[config.mk]
export PLATFORM = sky130hd
export DESIGN_NAME = piso4_tx
export DESIGN_NICKNAME = d
export VERILOG_FILES = /design/src/rtl/piso4_tx.sv
export SDC_FILE = /design/constraint.sdc
export NUM_CORES = 1
export LEC_CHECK = 0
export BUFFER_PORTS_ARGS = -buffer_cell sky130_fd_sc_hd__buf_4
export CORE_MARGIN = 2
export CORE_UTILIZATION = 45
export CTS_BUF_LIST = sky130_fd_sc_hd__clkbuf_8
export CTS_CLUSTER_SIZE = 12
export DETAILED_ROUTE_END_ITERATION = 6
export PLACE_DENSITY = 0.68
export SYNTH_ARGS = -nofsm -noshare
export SYNTH_HDL_FRONTEND = slang
export SYNTH_SLANG_ARGS = --single-unit
[constraint.sdc]
create_clock -name clk -period 3.3 [get_ports clk]
set_input_delay 0 -clock clk [delete_from_list [all_inputs] [get_ports clk]]
set_output_delay 0 -clock clk [all_outputs]
set_load 0.005 [all_outputs]
[src/rtl/piso4_tx.sv]
// Parallel-in serial-out transmitter: one-word holding buffer feeding an LSB-first shifter.
// Words queued behind the active one are chained without an idle bit between them.
//
// state | meaning
// IDLE  | nothing shifting; dout parked at IDLE_LEVEL, a buffered word starts next edge
// SHIFT | sr[0] is on dout, advancing one bit per tick-qualified edge
module piso4_tx #(
    parameter int   WIDTH      = 4,
    parameter logic IDLE_LEVEL = 1'b0
) (
    input  logic             clk,
    input  logic             clear,
    input  logic [WIDTH-1:0] din,
    input  logic             load,
    output logic             ready,
    input  logic             tick,
    output logic             dout,
    output logic             frame,
    output logic             busy,
    output logic             done
);

    localparam int CW = $clog2(WIDTH);
    localparam logic [CW-1:0] LAST = CW'(WIDTH - 1);

    typedef enum logic {IDLE, SHIFT} state_t;

    state_t           state, state_nxt;
    logic [WIDTH-1:0] buffer, buffer_nxt;
    logic [WIDTH-1:0] sr, sr_nxt;
    logic [CW-1:0]    cnt, cnt_nxt;
    logic             hv, hv_nxt;
    logic             done_nxt;

    always_ff @(posedge clk or negedge clear) begin
        if (!clear) begin
            state  <= IDLE;
            buffer <= '0;
            sr     <= '0;
            cnt    <= '0;
            hv     <= 1'b0;
            done   <= 1'b0;
        end else begin
            state  <= state_nxt;
            buffer <= buffer_nxt;
            sr     <= sr_nxt;
            cnt    <= cnt_nxt;
            hv     <= hv_nxt;
            done   <= done_nxt;
        end
    end

    // Capture and drain never collide: capture needs hv=0, draining needs hv=1.
    always_comb begin
        state_nxt  = state;
        buffer_nxt = buffer;
        sr_nxt     = sr;
        cnt_nxt    = cnt;
        hv_nxt     = hv;
        done_nxt   = 1'b0;

        if (load && !hv) begin
            buffer_nxt = din;
            hv_nxt     = 1'b1;
        end

        case (state)
            IDLE: begin
                if (hv) begin
                    sr_nxt    = buffer;
                    cnt_nxt   = '0;
                    hv_nxt    = 1'b0;
                    state_nxt = SHIFT;
                end
            end
            SHIFT: begin
                if (tick) begin
                    if (cnt != LAST) begin
                        sr_nxt  = {1'b0, sr[WIDTH-1:1]};
                        cnt_nxt = cnt + CW'(1);
                    end else begin
                        done_nxt = 1'b1;
                        cnt_nxt  = '0;
                        if (hv) begin
                            sr_nxt = buffer;
                            hv_nxt = 1'b0;
                        end else begin
                            state_nxt = IDLE;
                        end
                    end
                end
            end
            default: state_nxt = IDLE;
        endcase
    end

    assign ready = !hv;
    assign frame = (state == SHIFT);
    assign busy  = (state == SHIFT) | hv;
    assign dout  = (state == SHIFT) ? sr[0] : IDLE_LEVEL;

endmodule

# After elaboration in Yosys (flattened, before gate mapping)
# Index checks and enable logic that the tools add are counted.
# word_totals
regBits	13
latchBits	0
mem_bits_rw	0
romBits	0
input_bits	8
out_inout_bits	5
elab_cells	36
n_memories	0
# classes
n_addsub	1
multipliers	0
div_mod_pow	0
n_lt_le_gt_ge	0
n_eq_ne	3
shift	0
muxes	21
bitwise	2
n_reduce_logical	3
# op_table
op	n
4-bit 2-to-1 mux	3
1-bit 2-to-1 mux	11
4-bit case mux with 2 select lines	1
2-bit 2-to-1 mux	3
2-bit inequality test (second input constant)	3
1-bit case mux with 2 select lines	2
2-bit case mux with 2 select lines	1
2-bit by 1-bit adder with 2-bit output (second input constant)	1
2-bit AND reduction	1
1-bit logical AND	1
1-bit zero test	1
1-bit NOT	1
1-bit OR	1

# Depth between registers and ports, before layout
# Gate-level depths: netlist of run 1.
# depth
ltp_word	7
ltp_mapped	4
mapped_depth_nobuf	4

# Worst setup path after synthesis of run 1
# OpenSTA, ideal clock, no wires.
# synth_path
path_kind	reg-to-reg
startpoint	reg cnt[0]
endpoint	reg sr[0]
setup_ns	0.123
arrival_ns	1.075
t_required_ns	3.177
setup_slack_ns	2.102
stages_incl_launch_ff	5
path_buffers	0
period_less_slack_ns	1.198
cell_sequence	dfrtp_1 > ha_1 > a21bo_4 > nand2_2 > o221a_1
# synth_between
elab_chain_cells	4
# synth_rtl
item	line	text
start, declared	31	logic [CW-1:0] cnt, cnt_nxt;
start signal, assigned	47	cnt <= cnt_nxt;
2-bit inequality test	78	if (cnt != LAST) begin
4-bit 2-to-1 mux	78	
4-bit 2-to-1 mux	77	if (tick) begin
4-bit case mux with 2 select lines	67	case (state)
end signal, assigned	46	sr <= sr_nxt;
end, declared	30	logic [WIDTH-1:0] sr, sr_nxt;
# Every way passes these cells. The select of a mux whose other input is x is not followed.
# A chain may end at the register's enable or synchronous reset.

# Worst setup path in the final report of run 1
# Same ends and word-level chain as after synthesis.

==> qor.yml, run 1 <==
status:
  status: "finished, final reports clean"
place:
  place_area_um2: 720.7
  io_buffer_count: 12
  dp_hpwl_um: 829.3
  globalplace.congestion: 0.7874
cts:
  numCtsBuffers: 3
  cts_tree: "done"
  cts_sinks: 13
  clk_pin_slew_ps: 60
  cts_root_buf: "clkbuf_8"
  clkLatencyLatePin_ps: 240
  hold_buffers: 5
  htree_levels: 1
  post_cts_buffers: 0
  cts_resized: 0
  clockBufferDepth: 2
synth:
  yosysTopAreaCellShare: 0.5253
  ys_seq_area_frac: 0.5253
  syn_inst: 55
  synth.area.top_cells: "dfrtp_1 53%, mux2_2 7.3%, o221a_1 5.5%"
  syn_area_um2: 619.3
  synth_edf_count: 0
  synth_seq_cells: 13
  synthArstFlopShare: 1.000
  synthMostInstantiatedCell: "dfrtp_1"
  synth_ff_type: "dfrtp_1"
  yosysWarnings: 0
  avgSynthCellArea_um2: 11.26
  synth_common_cells: "13 x dfrtp_1, 5 x nand2_1, 5 x nor2_1"
  synth.largest_area_cell: "dfrtp_1"
  synth.distinct_cells: 21
  synth_nets: 64
grt:
  overflow: 0
  grt_pass1_vias: 452
  antenna_found_initial: 0
  grt_use_total: 0.1830
  grt_pass1_wl_um: 1973
  grt_max_degree: 14
drt:
  vias: 475
  drtIter0Drc: 7
  via_per_inst: 5.278
  dr.pass1.iters: 2
  routed_wirelength_um: 1166
  post-route-drc-count: 0
  wl_per_cell_um: 12.96
  drtAntennaViolNets: 0
timing:
  worstMarginPinSlew_ps: 278.0
  max_freq_ghz: 0.7640
  fin_crit_ps: 1309
  fin_skew_ps: 2.851
  hold_slack_ps: 79.64
  fin_crit_sh: 0.3966
  rsz0062_at_grt: "no"
  finalSetupTns_ps: 0
  slew_viol_final: 0
  hold_viol: 0
  slew_headroom: 0.8147
  final-setup-viol-count: 0
worst_setup_path:
  end_kind: "register"
  crit_path_max_incr_delay_ps: 400
  timing.rr.end: "sr[0]"
  path_max_fanout: 7
  ff2ff_path_depth: 4
  critical_path_class: "reg2reg"
  r2r_slack_ps: 1990
  cp_slowest_cell: "dfrtp_1"
  path_cells: "ha_1, nor3b_1, o21ai_0, o221a_1"
  worstPathRequired_ps: 3430
  worst_setup_path_start_kind: "register"
  rr_startpoint: "cnt[0]"
  worstPathArrival_ps: 1430
finish:
  drive_above_1_share: 0.3067
  fin_nets: 85
  final_area_um2: 815.8
  antenna_cells: 0
  syn2layout_area_growth_pct: 31.72
floorplan:
  core_um2: 1301
  num_rows: 13
  die_w_um: 41.10
  die-area_um2: 1689
  die_h_um: 41.10
  initial_core_util: 0.4760
  io_pins: 13
power:
  p_leak_nw: 0.3699
  ir_drop_mv: 0.4102
  power_density_nw_per_um2: 832.3
worst_hold_path:
  hold_depth: 3
  hold_start: "tick"
  hold_class: "in2reg"
  holdPathEnd: "done"
run:
  cap_violations: 0
[state kept, by name, indices dropped and copies added (netlist names)]
name    cells
frame       1
done        1
buffer      4
cnt         2
hv          1
sr          4
[cell type report]
cell class              instances  area [µm²]
clock buffers                   3       41.29
clock inverters                 1       3.754
fillers                       107       485.5
inverters                       4       15.01
multi-input cells              37       271.5
flip-flops and latches         13       325.3
well taps                      15       18.77
repair buffers                 17       140.1
[critical path: cells and delay by family (launching register included)]
| family | cells | cell delay [ps] |
|---|---|---|
| DFF | 1 | 400 |
| adders and majority gates | 1 | 310 |
| and+or+nand+nor | 1 | 240 |
| AOI/OAI and AO/OA | 2 | 240 |
[cells in the final DEF (no fill, tap or decap), types with 2 or more instances in the layout]
cell,netlist,layout
dfrtp_1,13,13
buf_4,1,12
inv_1,4,5
nand2_1,5,5
nor2_1,5,5
dlygate4sd3_1,0,5
nor3b_1,4,4
mux2_2,4,4
o21ai_0,3,3
o221a_1,3,3
clkbuf_8,0,3
o22ai_1,2,2
[worst max path at each step]
| stage | to | cells after the start | startpoint |
|---|---|---|---|
| CTS | sr[0] | 4 | cnt[0] |
| floorplan | sr[0] | 4 | cnt[0] |
| global route | sr[1] | 4 | cnt[1] |
| detailed placement | sr[1] | 4 | cnt[0] |
| finish | sr[0] | 4 | cnt[0] |
| global placement | sr[1] | 4 | cnt[0] |
[metal layers]
layer	vias to the layer above	track usage	wire, µm
li1	238	-	-
met1	228	0.2295	549
met2	7	0.2969	574
met3	2	0.03261	37
met4	0	0.09677	5
met5	-	0	0
[kinds of logic after synthesis]
family,synth area share
fa+ha+maj,0.02020
simple gates,0.1435
mux,0.08888
flops,0.5252
compound gates,0.1859
buf+inv,0.03636
[power by group]
| group | leakage [nW] | switching (mW) | internal (mW) |
|---|---|---|---|
| logic | 0.191 | 0.105 | 0.138 |
| registers | 0.152 | 0.0643 | 0.233 |
| clock network | 0.0269 | 0.0558 | 0.0821 |
| total | 0.370 | 0.225 | 0.454 |
[through the flow]
step                cells  worst slack [ps]  total power [mW]  utilization
finish                 90              1991            0.6790       0.6269
detailed placement     81              2013            0.5382       0.5538
global placement       81              2042            0.5306       0.5538
global route           90              1911            0.7329       0.6269
CTS                    90              1989            0.6833       0.6269
floorplan              55              2102            0.4557            -
Power figures use the tool's default switching activity.
==> inputs of run 2 (changes only) <==
--- a/config.mk
+++ b/config.mk
@@ -5,13 +5,14 @@
 export SDC_FILE = /design/constraint.sdc
 export NUM_CORES = 1
 export LEC_CHECK = 0
+export ABC_AREA = 1
 export BUFFER_PORTS_ARGS = -buffer_cell sky130_fd_sc_hd__buf_4
 export CORE_MARGIN = 2
 export CORE_UTILIZATION = 45
 export CTS_BUF_LIST = sky130_fd_sc_hd__clkbuf_8
 export CTS_CLUSTER_SIZE = 12
 export DETAILED_ROUTE_END_ITERATION = 6
-export PLACE_DENSITY = 0.68
+export PLACE_DENSITY = 0.7
 export SYNTH_ARGS = -nofsm -noshare
 export SYNTH_HDL_FRONTEND = slang
 export SYNTH_SLANG_ARGS = --single-unit
==> constraint.sdc (replaced) <==
create_clock -name clk -period 1.1 [get_ports clk]
set_input_delay 0 -clock clk [delete_from_list [all_inputs] [get_ports clk]]
set_output_delay 0 -clock clk [all_outputs]
set_load 0.005 [all_outputs]
==> run 2 against run 1 <==
Net effect: synthesized area grew 2.6%; via count grew 16%; register-to-register slack lost 1900 ps; combinational power grew to 3.3 times the previous value; sequential share of layout area shrank 2.2 points; critical path depth shrank 1; clock power grew to 3.0 times the previous value; critical path type is now reg2out; largest cell class unchanged; largest power group unchanged.
==> qor.yml, run 2 <==
status:
  status: "finished, final reports clean"  # unchanged
power:
  p_clk_frac: 0.203  # about the same
  power_switching_mw: 0.7231  # was 0.2250 mW
  netSwitchingFraction: 0.3597  # was 0.3314
  power_density_nw_per_um2: 2319  # was 832.3 nW/µm²
  internal-power_mw: 1.287  # was 0.4540 mW
  ir_drop_mv: 1.240  # was 0.4102 mV
  p_leak_nw: 0.4639  # was 0.3699 nW
  p_comb_frac: 0.395  # was 0.358
  pwr-share-seq: 0.402  # was 0.439
worst_setup_path:
  worstPathArrival_ps: 1050  # was 1430 ps
  startpoint: "frame"  # was cnt[0]
  path_max_fanout: 7  # unchanged
  ff2ff_path_depth: 5  # was 4
  critical_path_class: "reg2out"  # was reg2reg
  worstPathRequired_ps: 1100  # was 3430 ps
  rr_startpoint: "cnt[1]"  # was cnt[0]
  worst_setup_path_start_kind: "register"  # unchanged
  end_kind: "primary output"  # was register
floorplan:
  core_um2: 1318  # was 1301 µm²
  die-area_um2: 1729  # was 1689 µm²
  die_w_um: 41.58  # was 41.10 µm
  initial_core_util: 0.4824  # was 0.4760
  num_rows: 13  # unchanged
  die_h_um: 41.58  # was 41.10 µm
  io_pins: 13  # unchanged
worst_hold_path:
  hold_start: "din[1]"  # was tick
  hold_class: "in2reg"  # unchanged
  hold_depth: 3  # unchanged
place:
  dpl_worst_slack_ps: -13.21  # was 2013 ps
  dp_hpwl_um: 883.3  # was 829.3 µm
  dp_cells: 108  # was 81
  place_area_um2: 755.7  # was 720.7 µm²
  io_buffer_count: 12  # unchanged
  globalplace.congestion: 0.7452  # was 0.7874
drt:
  drtIter0Drc: 8  # was 7
  drtAntennaViolNets: 0  # unchanged
  post-route-drc-count: 0  # unchanged
  via_per_inst: 4.733  # was 5.278
  wl_per_cell_um: 10.47  # was 12.96 µm
  dr.pass1.iters: 4  # was 2
  vias: 549  # was 475
  routed_wirelength_um: 1214  # was 1166 µm
timing:
  hold_viol: 0  # unchanged
  fin_skew_ps: 0.8723  # was 2.851 ps
  finalSetupTns_ps: 0  # unchanged
  slew_headroom: 0.8365  # was 0.8147
  fin_crit_sh: 0.9513
  max_freq_ghz: 0.9556
  fin_ws_ps: 53.59  # was 1991 ps
  slew_viol_final: 0  # unchanged
  final-setup-viol-count: 0  # unchanged
  worstMarginPinSlew_ps: 243.2  # was 278.0 ps
  fin_crit_ps: 1046
  rsz0062_at_grt: "yes"  # was no
synth:
  yosysWarnings: 0  # unchanged
  synth_nets: 88  # was 64
  synth_common_cells: "34 x nand2_1, 13 x dfrtp_1, 13 x nand3_1"  # was 13 x dfrtp_1, 5 x nand2_1, 5 x nor2_1
  synth_edf_count: 0  # unchanged
  synth_seq_cells: 13  # unchanged
  syn_inst: 79  # was 55
  yosysTopAreaCellShare: 0.5118  # was 0.5253
  synth_ff_type: "dfrtp_1"  # unchanged
  syn_area_um2: 635.6  # was 619.3 µm²
  synth.distinct_cells: 13  # was 21
  synthArstFlopShare: 1.000  # unchanged
  avgSynthCellArea_um2: 8.046  # was 11.26 µm²
  synthMostInstantiatedCell: "nand2_1"  # was dfrtp_1
  synth.largest_area_cell: "dfrtp_1"  # unchanged
  synth.area.top_cells: "dfrtp_1 51%, nand2_1 20%, nand3_1 10%"  # was dfrtp_1 53%, mux2_2 7.3%, o221a_1 5.5%
  ys_seq_area_frac: 0.5118  # was 0.5253
cts:
  clockBufferDepth: 2  # unchanged
  cts_root_buf: "clkbuf_8"  # unchanged
  clkLatencyLatePin_ps: 240  # about the same
  htree_levels: 1  # unchanged
  numCtsBuffers: 3  # unchanged
  clk_pin_slew_ps: 50  # was 60 ps
  post_cts_buffers: 0  # unchanged
  cts_tree: "done"  # unchanged
  cts_sinks: 13  # unchanged
finish:
  top_regs: "buffer (4), sr (4), cnt (2)"  # unchanged
  drive_above_1_share: 0.3069  # was 0.3067
  final_common_cell: "nand2_1"  # was dfrtp_1
  layout_common_cells: "31 x nand2_1, 15 x buf_4, 13 x nand3_1, 12 x dfrtp_1, 7 x inv_1"  # was 13 x dfrtp_1, 12 x buf_4
  fin_cells: 116  # was 90
  final_area_um2: 867.1  # was 815.8 µm²
  regArea_um2: 326.6  # was 325.3 µm²
  fin_nets: 111  # was 85
  multiInputGateArea_um2: 289.0  # was 271.5 µm²
  n_fill_cell: 102  # was 107
  antenna_cells: 0  # unchanged
  syn2layout_area_growth_pct: 36.42  # was 31.72%
grt:
  grt_use_total: 0.1677  # was 0.1830
  grt_pass1_wl_um: 2180  # was 1973 µm
  grt_max_degree: 14  # unchanged
  antenna_found_initial: 0  # unchanged
  overflow: 0  # unchanged
  grt_pass1_vias: 553  # was 452
run:
  cap_violations: 0  # unchanged
## run 2: cell count changes in the layout (fill, tap and decap cells not counted), sizes merged, moves of 2 or more
| cell | before | now |
|---|---|---|
| o221a | 3 | 0 |
| nand3 | 0 | 13 |
| nor3b | 4 | 0 |
| buf | 12 | 15 |
| o21ai | 4 | 1 |
| nand2 | 6 | 37 |
| mux2 | 4 | 0 |
| o22ai | 2 | 0 |
| inv | 5 | 9 |
## run 2: power groups by stage
stage | sequential (mW) | clock, mW | combinational [mW]
2_1_floorplan | 0.769 | 0 | 0.511
3_3_place_gp | 0.780 | 0 | 0.735
3_5_place_dp | 0.788 | 0 | 0.743
4_1_cts | 0.782 | 0.420 | 0.762
5_1_grt | 0.831 | 0.444 | 0.913
6_report | 0.809 | 0.408 | 0.794
## run 2: path summary, 6_finish.rpt
kind	slack, ps	end
worst max-delay path	50	busy
worst min-delay path	9	buffer[1]
worst max register to register	70	sr[0]
worst min register to register	480	buffer[3]
max in group asynchronous	780	frame
min in group asynchronous	150	done
## run 2: cells by family after synthesis
family                     count (synthesis)  share of synthesized area
AOI/OAI and AO/OA                          2                    0.01968
and+or+nand+nor                           54                     0.3839
DFF                                       13                     0.5118
buffers and inverters                      9                    0.06496
adders and majority gates                  1                    0.01968
## run 2: metrics by stage
stage / hold WS (ps) / total power, mW / utilization
2_1_floorplan: -295.6 / 1.280 / -
3_3_place_gp: -148.8 / 1.515 / 0.5736
3_5_place_dp: -148.9 / 1.531 / 0.5736
4_1_cts: 2.535 / 1.964 / 0.6401
5_1_grt: 21.28 / 2.188 / 0.6581
6_report: 8.993 / 2.010 / 0.6581
## run 2: layout make-up
cell class,instances,area share
Sequential cell,13,0.3766
Multi-Input combinational cell,57,0.3333
Timing Repair Buffer,19,0.1760
Clock buffer,3,0.04762
Inverter,8,0.04040
Tap cell,15,0.02165
Clock inverter,1,0.004329
## run 2: timing repair
item / in CTS / in global routing
cloned: 0 / 0
setup endpoints to repair: 4 / 8
pin swaps: 0 / 5
hold endpoints to repair: 16 / 0
hold buffers: 4 / 0
gates resized for setup: 1 / 7
## run 2: worst max-delay path: stages, from the launching register on
cell	delay, ps
dfrtp_2	470
inv_4	110
nand2_1	90
buf_4	140
## run 2: per-layer routing
layer | vias to the layer above | wire length, µm | track usage
met5 | - | 0 | 0
met4 | 0 | 24 | 0.07742
met3 | 5 | 60 | 0.05217
met2 | 17 | 561 | 0.2688
met1 | 238 | 568 | 0.2051
li1 | 289 | - | -
==> inputs of run 3 (changes only) <==
--- a/config.mk
+++ b/config.mk
@@ -8,11 +8,10 @@
 export ABC_AREA = 1
 export BUFFER_PORTS_ARGS = -buffer_cell sky130_fd_sc_hd__buf_4
 export CORE_MARGIN = 2
-export CORE_UTILIZATION = 45
+export CORE_UTILIZATION = 30
 export CTS_BUF_LIST = sky130_fd_sc_hd__clkbuf_8
 export CTS_CLUSTER_SIZE = 12
 export DETAILED_ROUTE_END_ITERATION = 6
-export PLACE_DENSITY = 0.7
 export SYNTH_ARGS = -nofsm -noshare
 export SYNTH_HDL_FRONTEND = slang
 export SYNTH_SLANG_ARGS = --single-unit
==> run 3 against run 2 <==
Net effect: sequential share of layout area fell by 1.8 points; setup slack gained 2.6 ps; sequential power fell by 1%; sequential cell count unchanged; final cell count grew 14%; clock power is 6.9% higher; non-clock buffer count is 4 higher; combinational power grew 5.3%; utilization is 20 points lower; global-route usage is 4.5 points lower; total power up 2.9%.
==> qor.yml, run 3 (synthesis results as in run 2) <==
worst_setup_path:
  cp.buffers_inverters: 0  # was 2
  crit_path_max_incr_delay_ps: 410  # was 470 ps
  worstPathRequired_ps: 1240  # was 1100 ps
  path_cells: "ha_4, nor2_4, nand2_1, nand3_1, nand2_1"  # was inv_4, nand2_1, buf_4
  cpMostUsedCell: "nand2_1"
  cp_slowest_cell: "dfrtp_1"  # was dfrtp_2
  end_kind: "register"  # was primary output
  critical_path_class: "reg2reg"  # was reg2out
  worst_setup_path_start_kind: "register"  # unchanged
  path_max_fanout: 4  # was 7
  cp_top_family: "flip-flops"  # unchanged
  worstPathArrival_ps: 1180  # was 1050 ps
cts:
  cts_sinks: 13  # unchanged
  clk_pin_slew_ps: 60  # was 50 ps
  cts_root_buf: "clkbuf_8"  # unchanged
  clockBufferDepth: 2  # unchanged
  clkLatencyLatePin_ps: 250  # was 240 ps
  numCtsBuffers: 3  # unchanged
  cts_tree: "done"  # unchanged
  htree_levels: 1  # unchanged
timing:
  worstMarginPinSlew_ps: 187.1  # was 243.2 ps
  fin_crit_ps: 1044  # was 1046 ps
  slew_viol_final: 0  # unchanged
  final-setup-viol-count: 0  # unchanged
  slew_headroom: 0.8742  # was 0.8365
  max_freq_ghz: 0.9580  # was 0.9556 GHz
  fin_skew_ps: 4.787  # was 0.8723 ps
  hold_viol: 0  # unchanged
  fin_crit_sh: 0.9489  # was 0.9513
  hold_slack_ps: 26.75  # was 8.993 ps
  fin_ws_ps: 56.19  # was 53.59 ps
floorplan:
  num_rows: 16  # was 13
  die-area_um2: 2503  # was 1729 µm²
  core_um2: 1982  # was 1318 µm²
  io_pins: 13  # unchanged
  initial_core_util: 0.3207  # was 0.4824
  die_w_um: 50.03  # was 41.58 µm
  die_h_um: 50.03  # was 41.58 µm
grt:
  overflow: 0  # unchanged
  grt_pass1_vias: 537  # was 553
  antenna_found_initial: 0  # unchanged
  grt_pass1_wl_um: 2256  # was 2180 µm
  grt_max_degree: 14  # unchanged
  grt_use_total: 0.1227  # was 0.1677
finish:
  fin_util: 0.4590  # was 0.6581
  n_fill_cell: 203  # was 102
  syn2layout_area_growth_pct: 43.11  # was 36.42%
  final_common_cell: "nand2_1"  # unchanged
  fin_nets: 115  # was 111
  drive_above_1_share: 0.3143  # was 0.3069
  layout_common_cells: "33 x nand2_1, 18 x buf_4, 13 x nand3_1, 12 x dfrtp_1, 6 x inv_1"  # was 31 x nand2_1, 15 x buf_4, 13 x nand3_1, 12 x dfrtp_1, 7 x inv_1
  final_area_um2: 909.6  # was 867.1 µm²
  top_regs: "buffer (4), sr (4), cnt (2)"  # unchanged
  antenna_cells: 0  # unchanged
run:
  cap_violations: 0  # unchanged
status:
  status: "finished, final reports clean"  # unchanged
power:
  p_comb_frac: 0.404  # was 0.395
  power_density_nw_per_um2: 2275  # was 2319 nW/µm²
  pwr-share-seq: 0.385  # was 0.402
  ir_drop_mv: 0.9903  # was 1.240 mV
  p_leak_nw: 0.4809  # was 0.4639 nW
  power_switching_mw: 0.7517  # was 0.7231 mW
  internal-power_mw: 1.318  # was 1.287 mW
  netSwitchingFraction: 0.3632  # was 0.3597
  p_clk_frac: 0.211  # was 0.203
drt:
  dr.pass1.iters: 4  # unchanged
  routed_wirelength_um: 1356  # was 1214 µm
  vias: 572  # was 549
  wl_per_cell_um: 10.27  # was 10.47 µm
  drtIter0Drc: 8  # unchanged
  post-route-drc-count: 0  # unchanged
  drtAntennaViolNets: 0  # unchanged
  via_per_inst: 4.333  # was 4.733
place:
  dpl_worst_slack_ps: -38.41  # was -13.21 ps
  io_buffer_count: 12  # unchanged
  dp_hpwl_um: 935.7  # was 883.3 µm
  place_area_um2: 778.2  # was 755.7 µm²
  globalplace.congestion: 0.8291  # was 0.7452
worst_hold_path:
  hold_class: "in2reg"  # unchanged
-- run 3: metrics by stage --
step,power (mW),setup TNS (ps),instances
floorplan,1.280,0,79
global placement,1.540,-74.28,121
detailed placement,1.555,-123.8,121
CTS,2.024,0,130
global route,2.229,-0.6641,132
finish,2.069,0,132
-- run 3: cell type report --
cell class,instances,area (µm²),share of cell area
flip-flops and latches,13,326.6,0.3590
multi-input cells,57,284.0,0.3122
repair buffers,23,185.2,0.2036
clock buffers,3,41.29,0.04539
inverters,8,35.03,0.03851
well taps,27,33.78,0.03714
clock inverters,1,3.754,0.004127
-- run 3: path summary, 6_finish.rpt --
path                            depth (start not counted)      start  slack, ps        end
max in group asynchronous                               2      clear        800      frame
worst min register to register                          2  buffer[2]        480  buffer[2]
worst max register to register                          5     cnt[0]         60      sr[1]
min in group asynchronous                               2      clear        130       done
worst max-delay path                                    5     cnt[0]         60      sr[1]
worst min-delay path                                    3       load         30  buffer[2]
-- run 3: worst min-delay path, delay by kind of cell --
family                 cells  cell delay (ps)
and+or+nand+nor            2              130
buffers and inverters      1              110
-- run 3: routing by layer --
| layer | track usage | vias to the layer above | routed length (µm) |
|---|---|---|---|
| met3 | 0.05758 | 3 | 92 |
| met4 | 0.05556 | 0 | 24 |
| li1 | - | 300 | - |
| met2 | 0.1996 | 18 | 650 |
| met1 | 0.1342 | 251 | 589 |
| met5 | 0 | - | 0 |
-- run 3: power groups by stage --
stage	Combinational [mW]	Clock, mW	Sequential (mW)
after global placement	0.764	0	0.776
after CTS	0.795	0.453	0.777
after floorplan	0.511	0	0.769
after detailed placement	0.772	0	0.783
final	0.836	0.436	0.798
after global routing	0.943	0.465	0.822
-- run 3: repair_timing --
| action | 4_1_cts | 5_1_grt |
|---|---|---|
| endpoints found under the setup margin | 6 | 6 |
| setup buffers | 0 | 2 |
| pin swaps | 0 | 2 |
| resized for setup | 2 | 5 |
| endpoints found under the hold margin | 17 | 0 |
| hold buffers | 5 | 0 |
